==> config.mk <==
export PLATFORM = sky130hd
export DESIGN_NAME = spi_master_param
export DESIGN_NICKNAME = d
export VERILOG_FILES = /design/src/rtl/spi_master_param.sv
export SDC_FILE = /design/constraint.sdc
export NUM_CORES = 1
export LEC_CHECK = 0
export ABC_AREA = 0
export BUFFER_PORTS_ARGS = -buffer_cell sky130_fd_sc_hd__buf_2
export CORE_AREA = 2 2 91 93
export DETAILED_ROUTE_END_ITERATION = 16
export DIE_AREA = 0 0 93 95
export MAX_ROUTING_LAYER = met4
export PLACE_DENSITY = 0.75
export SLEW_MARGIN = 40
export SYNTH_ARGS = -nofsm -noshare
export SYNTH_HDL_FRONTEND = slang
export SYNTH_SLANG_ARGS = --single-unit
==> constraint.sdc <==
create_clock -name clk_i -period 1.7 [get_ports clk_i]
set_input_delay 0.17 -clock clk_i [delete_from_list [all_inputs] [get_ports clk_i]]
set_output_delay 0.17 -clock clk_i [all_outputs]
set_load 0.005 [all_outputs]
==> src/rtl/spi_master_param.sv <==
// Parametrised SPI master: one DATA_W-bit word per start, MSB first, runtime CPOL/CPHA,
// programmable SCLK half-period and one-hot active-low chip selects.
module spi_master_param #(
  parameter int unsigned DATA_W = 16,
  parameter int unsigned NUM_CS = 4,
  parameter int unsigned DIV_W  = 8,
  localparam int unsigned CsW   = (NUM_CS > 1) ? $clog2(NUM_CS) : 1,
  localparam int unsigned CntW  = $clog2(2 * DATA_W) + 1
) (
  input  logic              clk_i,
  input  logic              rst_ni,
  input  logic              start_i,
  input  logic              cpol_i,
  input  logic              cpha_i,
  input  logic [DIV_W-1:0]  clk_div_i,
  input  logic [CsW-1:0]    cs_sel_i,
  input  logic [DATA_W-1:0] tx_data_i,
  input  logic              miso_i,
  output logic              sclk_o,
  output logic              mosi_o,
  output logic [NUM_CS-1:0] cs_n_o,
  output logic [DATA_W-1:0] rx_data_o,
  output logic              busy_o,
  output logic              done_o
);

  typedef enum logic [2:0] {StIdle, StSetup, StXfer, StHold, StDone} state_e;

  localparam logic [CntW-1:0] LastEdge = CntW'(2 * DATA_W - 1);

  state_e              state_q, state_d;
  logic [DIV_W-1:0]    cnt_q, cnt_d, div_q, div_d;
  logic [CntW-1:0]     bit_cnt_q, bit_cnt_d;
  logic                cpol_q, cpol_d, cpha_q, cpha_d;
  logic [NUM_CS-1:0]   cs_n_q, cs_n_d;
  logic [DATA_W-1:0]   tx_sh_q, tx_sh_d, rx_sh_q, rx_sh_d, rx_q, rx_d;
  logic                sclk_q, sclk_d, mosi_q, mosi_d, busy_q, busy_d, done_q, done_d;
  logic                tick, leading;

  // Out-of-range selects decode to all-ones, so no slave is addressed.
  function automatic logic [NUM_CS-1:0] cs_decode(logic [CsW-1:0] sel);
    logic [NUM_CS-1:0] m;
    m = '1;
    for (int i = 0; i < NUM_CS; i++) begin
      if (sel == CsW'(i)) m[i] = 1'b0;
    end
    return m;
  endfunction

  assign tick    = (cnt_q == div_q);
  assign leading = ~bit_cnt_q[0];

  always_comb begin
    state_d   = state_q;
    cnt_d     = cnt_q;
    div_d     = div_q;
    bit_cnt_d = bit_cnt_q;
    cpol_d    = cpol_q;
    cpha_d    = cpha_q;
    cs_n_d    = cs_n_q;
    tx_sh_d   = tx_sh_q;
    rx_sh_d   = rx_sh_q;
    rx_d      = rx_q;
    sclk_d    = sclk_q;
    mosi_d    = mosi_q;
    busy_d    = busy_q;
    done_d    = 1'b0;
    unique case (state_q)
      StIdle: begin
        sclk_d = cpol_i;
        mosi_d = 1'b0;
        cs_n_d = '1;
        busy_d = 1'b0;
        if (start_i) begin
          state_d   = StSetup;
          cnt_d     = '0;
          bit_cnt_d = '0;
          div_d     = clk_div_i;
          cpol_d    = cpol_i;
          cpha_d    = cpha_i;
          cs_n_d    = cs_decode(cs_sel_i);
          busy_d    = 1'b1;
          rx_sh_d   = '0;
          if (cpha_i) begin
            tx_sh_d = tx_data_i;
          end else begin
            mosi_d  = tx_data_i[DATA_W-1];
            tx_sh_d = tx_data_i << 1;
          end
        end
      end
      StSetup, StXfer: begin
        if (tick) begin
          cnt_d     = '0;
          sclk_d    = ~sclk_q;
          bit_cnt_d = bit_cnt_q + CntW'(1);
          state_d   = (bit_cnt_q == LastEdge) ? StHold : StXfer;
          // cpha=0 samples on leading edges, cpha=1 on trailing edges.
          if (leading != cpha_q) rx_sh_d = {rx_sh_q[DATA_W-2:0], miso_i};
          if (cpha_q ? leading : (!leading && bit_cnt_q != LastEdge)) begin
            mosi_d  = tx_sh_q[DATA_W-1];
            tx_sh_d = tx_sh_q << 1;
          end
        end else begin
          cnt_d = cnt_q + DIV_W'(1);
        end
      end
      StHold: begin
        sclk_d = cpol_q;
        if (tick) begin
          state_d = StDone;
          cs_n_d  = '1;
          busy_d  = 1'b0;
          done_d  = 1'b1;
          rx_d    = rx_sh_q;
        end else begin
          cnt_d = cnt_q + DIV_W'(1);
        end
      end
      StDone:  state_d = StIdle;
      default: state_d = StIdle;
    endcase
  end

  always_ff @(posedge clk_i or negedge rst_ni) begin
    if (!rst_ni) begin
      state_q   <= StIdle;
      cnt_q     <= '0;
      div_q     <= '0;
      bit_cnt_q <= '0;
      cpol_q    <= 1'b0;
      cpha_q    <= 1'b0;
      cs_n_q    <= '1;
      tx_sh_q   <= '0;
      rx_sh_q   <= '0;
      rx_q      <= '0;
      sclk_q    <= 1'b0;
      mosi_q    <= 1'b0;
      busy_q    <= 1'b0;
      done_q    <= 1'b0;
    end else begin
      state_q   <= state_d;
      cnt_q     <= cnt_d;
      div_q     <= div_d;
      bit_cnt_q <= bit_cnt_d;
      cpol_q    <= cpol_d;
      cpha_q    <= cpha_d;
      cs_n_q    <= cs_n_d;
      tx_sh_q   <= tx_sh_d;
      rx_sh_q   <= rx_sh_d;
      rx_q      <= rx_d;
      sclk_q    <= sclk_d;
      mosi_q    <= mosi_d;
      busy_q    <= busy_d;
      done_q    <= done_d;
    end
  end

  assign sclk_o    = sclk_q;
  assign mosi_o    = mosi_q;
  assign cs_n_o    = cs_n_q;
  assign rx_data_o = rx_q;
  assign busy_o    = busy_q;
  assign done_o    = done_q;

endmodule

# ---- Word-level counts from Yosys, hierarchy flattened
# Index checks and enable logic that the tools add are counted.
dict set report classes {
  add_sub_neg 2
  n_eq_ne 16
  bitwise 2
  reduce_logical 17
  n_mux 41
}
# op count
set op_table {}
lappend op_table {{16-bit 2-to-1 mux} 7}
lappend op_table {{16-bit case mux with 2 select lines} 2}
lappend op_table {{8-bit 2-to-1 mux} 3}
lappend op_table {{8-bit case mux with 3 select lines} 1}
lappend op_table {{1-bit 2-to-1 mux} 15}
lappend op_table {{6-bit 2-to-1 mux} 2}
lappend op_table {{2-bit inequality test, second input constant} 6}
lappend op_table {{6-bit case mux with 2 select lines} 1}
lappend op_table {{3-bit AND reduction} 4}
lappend op_table {{3-bit 2-to-1 mux} 3}
lappend op_table {{3-bit case mux with 3 select lines} 1}
lappend op_table {{8-bit by 1-bit adder with 8-bit output, second input constant} 1}
lappend op_table {{8-bit == test} 1}
lappend op_table {{4-bit 2-to-1 mux} 2}
lappend op_table {{4-bit case mux with 2 select lines} 1}
lappend op_table {{2-bit AND reduction} 4}
lappend op_table {{4-bit AND reduction} 2}
lappend op_table {{6-bit by 1-bit adder with 6-bit output, second input constant} 1}
lappend op_table {{3-bit by 2-bit == test with 1-bit output, second input constant} 2}
lappend op_table {{6-bit by 5-bit == test with 1-bit output, second input constant} 1}
lappend op_table {{6-bit by 5-bit inequality test with 1-bit output, second input constant} 1}
lappend op_table {{2-bit == test, second input constant} 2}
lappend op_table {{1-bit case mux with 2 select lines} 2}
lappend op_table {{2-bit nonzero test} 2}
lappend op_table {{other kinds (10)} 11}
dict set report totals {
  in_bits 32
  elab_cells 92
  output_inout_bits 24
  register_bits 83
}

# ---- Logic depth before layout (Yosys ltp)
dict set report logic_depth {
  word_depth 6
  ltp_mapped 7
  mapped_depth_nobuf 6
}

# ---- Worst setup path before layout
# No wires, ideal clock.
dict set report synth_path {
  kind {flip-flop to flip-flop}
  startpoint {register cnt_q[0]}
  endpoint {register rx_sh_q[15]}
  setup_ps 121
  n_path_buf 1
  setup_slack_ps -82
  stages_incl_launch_ff 7
  synth_period_minus_slack_ps 1782
  t_arrival_ps 1662
  required_ps 1579
  path_cell_list {dfrtp_1 xnor2_1 and4_4 nand2_4 o31a_1 buf_6 a22o_1}
}
dict set report synth_via {
  elab_chain_cells 3
}
# element line
set synth_rtl {}
lappend synth_rtl {{from (decl)} 32} ;# logic [DIV_W-1:0] cnt_q, cnt_d, div_q, div_d;
lappend synth_rtl {{from (signal assigned)} 143} ;# cnt_q <= cnt_d;
lappend synth_rtl {{8-bit == test} 50} ;# assign tick = (cnt_q == div_q);
lappend synth_rtl {{2-bit inequality test (no line)} n/a}
lappend synth_rtl {{4-bit AND reduction (no line)} n/a}
lappend synth_rtl {{to (signal assigned)} 150} ;# rx_sh_q <= rx_sh_d;
lappend synth_rtl {{to (decl)} 36} ;# logic [DATA_W-1:0] tx_sh_q, tx_sh_d, rx_sh_q, rx_sh_d, rx_q, rx_d;
# Every way passes these cells.
# A chain may end at the register's enable or synchronous reset.

# ---- Worst setup path after layout
dict set report layout_path {
  startpoint {register div_q[7]}
  endpoint {register rx_sh_q[0]}
}
dict set report layout_via {
  elab_chain_cells 3
}
# element line
set layout_rtl {}
lappend layout_rtl {{from (decl)} 32}
lappend layout_rtl {{from (signal assigned)} 144} ;# div_q <= div_d;
lappend layout_rtl {{8-bit == test} 50}
lappend layout_rtl {{2-bit inequality test (no line)} n/a}
lappend layout_rtl {{4-bit AND reduction (no line)} n/a}
# Every way passes these cells.

==> results.sh <==
export IMPL_peakVddDrop_v=0.000645
export IMPL_min_period_ps=1840
export IMPL_hp_class="primary input to flop"
export IMPL_detail_route_vias_per_cell=5.57
export IMPL_crit_chain="xnor2_2, buf_4, and4_4, nand2_4, o31a_2, a22o_1"
export IMPL_routabilityCongestion=0.821
export IMPL_ys_types=62
export IMPL_worst_slack_ps=-143
export IMPL_p_seq_share_pct=40.9
export IMPL_rsz0062_at_grt="true"
export IMPL_clock_root_buffer="clkbuf_8"
export IMPL_grt_pass1_vias=2845
export IMPL_rrSetupSlack_ps=-140
export IMPL_crit_type="flop to flop"
export IMPL_grt_pass1_wl_um=13900
export IMPL_io_pins=56
export IMPL_clock_sinks=83
export IMPL_wl_per_cell_um=16.4
export IMPL_cp_slowest_cell="dfrtp_1"
export IMPL_synth_edf_count=0
export IMPL_start_util_pct=50.1
export IMPL_clk_path_buf_depth=2
export IMPL_antenna_found_initial=0
export IMPL_design_area_mm2=0.00510
export IMPL_ys_async_sr_fraction_pct=100
export IMPL_cp_top_family="compound AO/OA/AOI/OAI gates"
export IMPL_drt_iter0_drc=197
export IMPL_critPathLaunchType="flop"
export IMPL_cp_required_ps=1940
export IMPL_drive_above_1_share_pct=50.4
export IMPL_p_int_w=0.00439
export IMPL_avgSynthCellArea_um2=12.4
export IMPL_synth_main_ff_cell="dfrtp_1"
export IMPL_powerDensity_mw_per_mm2=1290
export IMPL_multiInputGateArea_mm2=0.00196
export IMPL_cellLeakagePower_nw=2.33
export IMPL_diodes=0
export IMPL_numCtsBuffers=9
export IMPL_place_area_mm2=0.00467
export IMPL_first_pass_iters=4
export IMPL_syn_cell_area_mm2=0.00397
export IMPL_max_cap_viol_count=0
export IMPL_power_w=0.00657
export IMPL_tns_ps=-4720
export IMPL_dieArea_mm2=0.00884
export IMPL_syn_num_nets=355
export IMPL_num_fill_cells=614
export IMPL_p_switching_w=0.00218
export IMPL_path_max_fanout=16
export IMPL_drt_total_wl_um=8640
export IMPL_clock_fmax_mhz=543
export IMPL_p_comb_share_pct=37.2
export IMPL_clock_power_share_pct=21.9
export IMPL_finalHoldViolCount=0
export IMPL_port_buffers=55
export IMPL_die_height_um=95
export IMPL_insertion_delay_ps=360
export IMPL_slowest_delay_ps=420
export IMPL_syn2layout_area_growth_pct=28.5
export IMPL_status="finished with violations"
export IMPL_worstMarginPinSlew_ps=419
export IMPL_grt_overflow_total=0
export IMPL_grtUsageTotal_pct=20.7
export IMPL_remaining_drc_errors=0
export IMPL_violations="negative setup slack"
export IMPL_num_vias=2941
export IMPL_grt_max_degree=84
export IMPL_dieWidth_um=93
export IMPL_syn_inst=321
export IMPL_ys_warn_count=0
export IMPL_fin_worst_skew_ps=9.75
export IMPL_endpoint_kind="flop"
export IMPL_critical_path_buf_inv_count=1
export IMPL_hpwl_um=5760
export IMPL_ys_seq_elements=83
export IMPL_seqCellArea_mm2=0.00208
export IMPL_p_sw_share_pct=33.2
export IMPL_cts_tree="built"
export IMPL_h_tree_depth=3
export IMPL_nets=452
export IMPL_slew_headroom_pct=72.0
export IMPL_fin_crit_sh_pct=108
export IMPL_setup_viol=60
export IMPL_antenna_left=0
export IMPL_crit_arrival_ps=2090
export IMPL_fp_row_count=33
export IMPL_clk_pin_slew_ps=90
export IMPL_placeableCoreArea_mm2=0.00793
export IMPL_ys_seq_area_share_pct=52.4
export IMPL_finalMaxSlewViolations=0
==> synth_stat cells (3+ instances only) <==
cell type   n  area [µm²]
xnor2_1     8        70.1
dfstp_2     4         105
a22o_1     16         140
dfrtp_1    79        1980
a2bb2oi_1   7        61.3
or3_1       3        18.8
nor2_1      7        26.3
o21ai_1     4        20.0
a31oi_1     4        25.0
a21oi_1     4        20.0
o31a_1      3        26.3
nand3_1     9        45.0
o21ai_0    10        50.1
o22ai_1    15        93.8
a2bb2oi_2   8         120
or2_2       3        18.8
inv_1       7        26.3
and3_1      3        18.8
nand2_1    14        52.6
mux2_2     42         473
nor3_1      7        35.0
buf_2       9        45.0
a21o_1      3        22.5
==> placed cells by master (no fill, tap or decap), drive strengths merged, types with 10 or more instances in the layout <==
cell	instances
inv	10
o21ai	14
nand2	15
dfrtp	79
mux2	43
a22o	16
a2bb2oi	15
buf	101
o22ai	15
clkbuf	10
==> sequential cells by signal, indices dropped and copies added, names as in the netlist <==
name,count
div_q,8
mosi_o,1
state_q,3
done_o,1
rx_sh_q,16
bit_cnt_q,6
busy_o,1
cpha_q,1
cpol_q,1
cnt_q,8
rx_data_o,16
cs_n_o,4
sclk_o,1
tx_sh_q,16
==> path summary, 6_finish.rpt <==
path                               from      endpoint  depth (start not counted)
max reg2reg                    div_q[7]    rx_sh_q[0]                          6
max in group asynchronous        rst_ni     cs_n_o[3]                          3
min in group asynchronous        rst_ni      div_q[3]                          3
min                        clk_div_i[0]      div_q[0]                          2
min reg2reg                rx_data_o[0]  rx_data_o[0]                          1
max                            div_q[7]    rx_sh_q[0]                          6
==> layout make-up <==
cell class | instances | share of cell area (%)
Clock buffer | 10 | 2.50
Clock inverter | 6 | 1.45
Timing Repair Buffer | 102 | 13.6
Inverter | 8 | 0.589
Tap cell | 105 | 2.57
Multi-Input combinational cell | 214 | 38.5
Sequential cell | 83 | 40.8
==> per-stage QoR <==
step           hold slack [ps]  setup slack, ps  utilization [%]  cells
6_report                  39.0             -143             64.4    528
3_3_place_gp               233            -59.4             58.9    504
3_5_place_dp               235             -100             58.9    504
5_1_grt                   21.5             -263             64.4    528
4_1_cts                   10.7            -97.3             62.2    522
2_1_floorplan             -126            -3.13                -    321
==> metal layers <==
| layer | vias up | global-route usage, % | routed length, µm |
|---|---|---|---|
| met2 | 68 | 31.6 | 4170 |
| li1 | 1392 | - | - |
| met1 | 1471 | 27.8 | 4010 |
| met3 | 10 | 4.23 | 343 |
| met5 | - | - | 0 |
| met4 | 0 | 7.48 | 117 |
==> logic make-up after synthesis <==
family                     after synthesis  synth area share (%)
DFF                                     83                  52.4
xor gates and xnor gates                11                  2.80
buffers and inverters                   24                  3.12
and+or+nand+nor                         68                  10.0
muxes                                   44                  12.4
adders and majority gates                2                 0.630
AOI/OAI and AO/OA                       89                  18.6
==> power by group through the flow <==
stage | sequential, W | clock, W | combinational (W)
5_1_grt | 0.00274 | 0.00157 | 0.00265
3_3_place_gp | 0.00267 | 0 | 0.00214
4_1_cts | 0.00266 | 0.00146 | 0.00224
6_report | 0.00269 | 0.00144 | 0.00245
3_5_place_dp | 0.00269 | 0 | 0.00218
2_1_floorplan | 0.00263 | 0 | 0.00151
==> what timing repair did <==
item | CTS | global route
hold endpoints to repair | 79 | 0
setup buffers | 1 | 6
hold buffers | 1 | 0
pin swaps | 12 | 8
setup endpoints to repair | 58 | 71
gates resized for setup | 11 | 32
(Power assumes the default switching activity.)
